File: config.mk
export PLATFORM = sky130hd
export DESIGN_NAME = alu_result_stage
export DESIGN_NICKNAME = d
export VERILOG_FILES = /design/src/rtl/alu_result_stage.sv
export SDC_FILE = /design/constraint.sdc
export NUM_CORES = 1
export LEC_CHECK = 0
export ABC_AREA = 1
export CAP_MARGIN = 20
export CORE_UTILIZATION = 25
export CTS_BUF_LIST = sky130_fd_sc_hd__clkbuf_16
export DETAILED_ROUTE_END_ITERATION = 12
export SLEW_MARGIN = 20
export SYNTH_ARGS = -nofsm -noshare
export SYNTH_HDL_FRONTEND = slang
export SYNTH_SLANG_ARGS = --single-unit
File: constraint.sdc
create_clock -name clk -period 6.4 [get_ports clk]
set_input_delay 1.28 -clock clk [delete_from_list [all_inputs] [get_ports clk]]
set_output_delay 1.28 -clock clk [all_outputs]
set_load 0.03 [all_outputs]
File: src/rtl/alu_result_stage.sv
// Result stage behind the ALU: a 2-entry skid buffer with valid/ready on both sides.
// Commits each entry's flags to the status register and counts div/mod-by-zero exceptions.
module alu_result_stage #(
  parameter int WIDTH = 32,
  parameter int REGW  = 5
) (
  input  logic                    clk,
  input  logic                    reset,
  input  logic                    in_valid,
  output logic                    in_ready,
  input  logic signed [WIDTH-1:0] in_result,
  input  logic                    in_V,
  input  logic                    in_C,
  input  logic                    in_Z,
  input  logic                    in_S,
  input  logic [2:0]              in_ALUOp,
  input  logic                    in_b_zero,
  input  logic [REGW-1:0]         in_rd,
  output logic                    out_valid,
  input  logic                    out_ready,
  output logic signed [WIDTH-1:0] out_result,
  output logic [REGW-1:0]         out_rd,
  output logic                    out_exc,
  output logic [3:0]              flags,
  output logic [7:0]              exc_count
);

  localparam logic [1:0] S_EMPTY = 2'd0;
  localparam logic [1:0] S_ONE   = 2'd1;
  localparam logic [1:0] S_FULL  = 2'd2;

  function automatic logic is_div_by_zero(input logic [2:0] op, input logic b_zero);
    return ((op == 3'd3) || (op == 3'd7)) && b_zero;
  endfunction

  function automatic logic [7:0] sat_inc8(input logic [7:0] cnt);
    return (cnt == 8'hFF) ? cnt : cnt + 8'd1;
  endfunction

  logic [1:0]              r_state;
  logic signed [WIDTH-1:0] r_hd_result_p1;
  logic [REGW-1:0]         r_hd_rd_p1;
  logic                    r_hd_exc_p1;
  logic [3:0]              r_hd_flags_p1;
  logic signed [WIDTH-1:0] r_sk_result_p1;
  logic [REGW-1:0]         r_sk_rd_p1;
  logic                    r_sk_exc_p1;
  logic [3:0]              r_sk_flags_p1;
  logic [3:0]              r_flags;
  logic [7:0]              r_exc_count;

  logic                    w_exc_p0;
  logic                    w_arith_p0;
  logic signed [WIDTH-1:0] w_result_p0;
  logic [3:0]              w_flags_p0;
  logic                    w_push;
  logic                    w_pop;

  // Capture stage (p0): classify the incoming ALU result
  assign w_exc_p0    = is_div_by_zero(in_ALUOp, in_b_zero);
  assign w_arith_p0  = (in_ALUOp == 3'd0) || (in_ALUOp == 3'd1);
  assign w_result_p0 = w_exc_p0 ? '0 : in_result;
  assign w_flags_p0  = {in_V & w_arith_p0, in_C & w_arith_p0, in_Z, in_S};

  assign in_ready  = (r_state != S_FULL) && !reset;
  assign out_valid = (r_state != S_EMPTY);
  assign w_push    = in_valid && in_ready;
  assign w_pop     = out_valid && out_ready;

  // Buffer stage (p1): head drives the outputs, skid catches one entry under backpressure
  always_ff @(posedge clk) begin
    if (reset) begin
      r_state        <= S_EMPTY;
      r_hd_result_p1 <= '0;
      r_hd_rd_p1     <= '0;
      r_hd_exc_p1    <= 1'b0;
      r_hd_flags_p1  <= 4'b0000;
      r_flags        <= 4'b0000;
      r_exc_count    <= 8'd0;
    end else begin
      case (r_state)
        S_EMPTY: begin
          if (w_push) begin
            r_hd_result_p1 <= w_result_p0;
            r_hd_rd_p1     <= in_rd;
            r_hd_exc_p1    <= w_exc_p0;
            r_hd_flags_p1  <= w_flags_p0;
            r_state        <= S_ONE;
          end
        end
        S_ONE: begin
          if (w_push && w_pop) begin
            r_hd_result_p1 <= w_result_p0;
            r_hd_rd_p1     <= in_rd;
            r_hd_exc_p1    <= w_exc_p0;
            r_hd_flags_p1  <= w_flags_p0;
          end else if (w_push) begin
            r_state <= S_FULL;
          end else if (w_pop) begin
            r_state <= S_EMPTY;
          end
        end
        S_FULL: begin
          if (w_pop) begin
            r_hd_result_p1 <= r_sk_result_p1;
            r_hd_rd_p1     <= r_sk_rd_p1;
            r_hd_exc_p1    <= r_sk_exc_p1;
            r_hd_flags_p1  <= r_sk_flags_p1;
            r_state        <= S_ONE;
          end
        end
        default: r_state <= S_EMPTY;
      endcase
      if (w_pop) begin
        if (r_hd_exc_p1) r_exc_count <= sat_inc8(r_exc_count);
        else             r_flags     <= r_hd_flags_p1;
      end
    end
  end

  // Skid data is only ever read after being written in FULL, so it needs no reset
  always_ff @(posedge clk) begin
    if ((r_state == S_ONE) && w_push && !w_pop) begin
      r_sk_result_p1 <= w_result_p0;
      r_sk_rd_p1     <= in_rd;
      r_sk_exc_p1    <= w_exc_p0;
      r_sk_flags_p1  <= w_flags_p0;
    end
  end

  assign out_result = r_hd_result_p1;
  assign out_rd     = r_hd_rd_p1;
  assign out_exc    = r_hd_exc_p1;
  assign flags      = r_flags;
  assign exc_count  = r_exc_count;

endmodule

==> summary.txt <==
Timing
  • RSZ-0062 raised after global routing: no
  • Setup ws final: 2.42 ns
  • Final setup TNS: 0 ns
  • Skew final: 0.0118 ns
  • Period utilisation layout: 62.1%
  • Hold Slack: 0.467 ns
  • Slew Limit Fails: 0
  • Endpoints failing setup: 0
  • Min Tclk post-route: 3.98 ns
  • Slew headroom: 37.3%
  • Slew at the pin closest to its max-slew limit: 0.940 ns
  • Fin. Hold Viols: 0
  • Max Freq: 252 MHz

Hold path
  • Hold_sp: flags[3]
  • Worst Hold Path Cells: 2
  • Hold EP: flags[3]
  • Hold WC Path Type: flop to flop

Setup path
  • Critical path peak fanout: 47
  • Critical path cell sequence: buf_2 > buf_4 > nor2_1 > clkdlybuf4s50_1
  • Critical path's slowest cell: clkdlybuf4s50_1
  • Worst Path Class, Setup: input port to primary output
  • R2r endpoint: r_hd_flags_p1[3]
  • Max stage delay on crit path: 0.63 ns
  • Arrival @ worst endpoint: 2.70 ns
  • Crit path required time: 5.12 ns
  • Reg2Reg Depth: 8
  • Worst R2R Setup Slack: 4.04 ns
  • CP endpoint kind: primary output
  • Startpoint Class: input port
  • Launching point of the worst reg2reg path: r_state[1]
  • Crit path max-delay family: buffers and inverters
  • Worst Path Buf+Inv: 3

Route
  • Drt first pass iters: 4
  • Detailed Route Iter0 Violations: 182
  • Post-DRT Antenna Nets: 0
  • Per-cell routed wire length: 12.4 µm
  • Final wirelength: 10300 µm
  • Residual DRC count: 0
  • Vias: 3410
  • Vias per cell: 4.11

Clocking
  • TritonCTS Buffers: 9
  • Clk slew on worst S/H paths: 0.07 ns
  • Clock sink count: 98
  • Post-CTS setup buffers: 0
  • Root Buffer: clkbuf_16
  • Cts repair resizes: 0
  • Clock Latency Late Sink: 0.35 ns
  • CTS Buffer Depth: 2
  • Count of hold-fix buffers inserted at cts: 0
  • CTS tree: yes
  • Clock H-tree levels: 3

Power and ir drop
  • Post-layout power: 1.44 mW
  • Power per cell area: 245 mW/mm²
  • Worst vdd ir: 0.110 mV
  • Lkg Pwr: 2.19 nW

Floorplanning
  • I/O pins: 101
  • Die height: 136 µm
  • Die Footprint: 0.0185 mm²
  • Core area: 0.0174 mm²
  • Initial Util: 25.8%
  • Core Rows: 48
  • Die width: 136 µm

Synthesis
  • Yosys cell types: 32
  • Flop and latch count out of synthesis: 98
  • Synthesized area: 0.00449 mm²
  • Syn Area/Cell: 8.76 µm²
  • Sequential cell area fraction in the yosys report: 53.1%
  • Syn_nets: 562
  • Synthesis Warnings: 0
  • Gate Count Post-Synth: 512

Finish
  • Layout cells sized above 1: 15.0%
  • N_diodes: 0
  • Filler Cell Count: 1868
  • Nets: 650
  • Fin cells: 830
  • Layout Utilization: 33.9%
  • Final instance area: 0.00590 mm²
  • Area Overhead vs Synth: 31.4%

Status
  • Status: finished clean

Global routing
  • Largest net degree at the start of global routing: 79
  • Overall Global Routing Usage: 12.0%
  • First-pass GRT wire length: 17000 µm
  • Vias in the first global route: 3360
  • GRT overflow: 0
  • Initial antenna violation count: 0

Placed design
  • Pre-CTS WS: 2.41 ns
  • Port Buffers: 100
  • Inst Count DP: 814
  • Area of placed instances: 0.00560 mm²
  • Post-DP HPWL: 6790 µm
  • Gp weighted congestion: 0.753

Job
  • # Max-Cap Violations: 0
-- cells by family after synthesis --
logic type / after synthesis / synth area share, %
xor+xnor: 3 / 0.586
compound gates: 88 / 12.5
flops: 98 / 53.1
fa+ha+maj: 1 / 0.279
simple gates: 247 / 24.8
buf+inv: 75 / 8.76
-- cells in the mapped netlist, drive strengths merged --
master	number	area (µm²)
nand2	192	820
dfxtp	56	1120
inv	50	198
o21ai	44	220
a21oi	43	332
edfxtp	42	1260
nor2	37	185
buf	16	161
nand3	13	65.1
clkbuf	9	33.8
nand4	2	12.5
nor3b	2	15.0
xor2	2	17.5
a211oi	1	7.51
ha	1	12.5
nor3	1	16.3
xnor2	1	8.76
-- registers in the layout, summed over array words and instances, names as in the netlist --
signal,flops
r_sk_result_p1,32
r_state,2
out_result,32
r_sk_flags_p1,4
out_rd,5
exc_count,8
r_hd_flags_p1,4
r_sk_rd_p1,5
out_exc,1
r_sk_exc_p1,1
flags,4
-- final cells by class --
| cell class | instances | area, µm² | area share, % |
|---|---|---|---|
| repair buffers | 102 | 1010 | 17.1 |
| multi-input cells | 339 | 1720 | 29.2 |
| clock inverters | 5 | 25.0 | 0.424 |
| clock buffers | 11 | 275 | 4.67 |
| flip-flops and latches | 98 | 2380 | 40.4 |
| well taps | 225 | 282 | 4.77 |
| inverters | 50 | 198 | 3.35 |
-- report_power, final --
group,leakage (nW),switching [mW],total [mW],internal [mW]
registers,0.836,0.0138,0.689,0.675
logic,1.20,0.128,0.216,0.0878
clock network,0.149,0.232,0.539,0.307
total,2.19,0.374,1.44,1.07
-- worst reg2reg max path: stages, from the launching register on --
cell and delay [ns]:
dfxtp_1 0.41, inv_2 0.10, nor2_8 0.67, inv_4 0.18, nand2_4 0.15, nand2_8 0.20
inv_8 0.35, nand2_1 0.11, a21oi_2 0.12
-- routing by layer --
layer / routed length (µm) / vias to the layer above / track usage, %
met5: 0 / - / 0
met4: 184 / 0 / 5.00
met3: 600 / 11 / 3.65
met2: 4820 / 54 / 19.5
met1: 4660 / 1538 / 14.5
li1: - / 1807 / -
-- how the worst max path moves through the flow --
stage	startpoint	endpoint	slack, ns	depth (start not counted)
global route	reset	in_ready	2.34	4
CTS	reset	in_ready	2.40	4
floorplan	out_ready	r_sk_exc_p1	2.65	3
detailed placement	reset	in_ready	2.41	4
global placement	reset	in_ready	2.39	4
finish	reset	in_ready	2.42	4
-- cells in the final DEF (no fill, tap or decap) --
cell type	n
nand2_8	1
nand3_2	1
nor2_8	1
nor3_4	1
dfxtp_1	56
nor3b_1	2
clkinv_1	2
nand3_1	12
nor2_1	31
o21ai_0	32
ha_1	1
nand2_4	1
nand4_1	2
a21oi_1	12
o21ai_1	12
clkdlybuf4s50_1	99
nor2_4	5
inv_4	2
xor2_1	2
nand2_1	160
xnor2_1	1
inv_1	47
clkbuf_16	11
edfxtp_1	42
a211oi_1	1
inv_2	2
buf_4	2
buf_2	1
nand2_2	30
inv_8	1
a21oi_2	31
clkinvlp_4	1
Power figures use the tool's default switching activity.
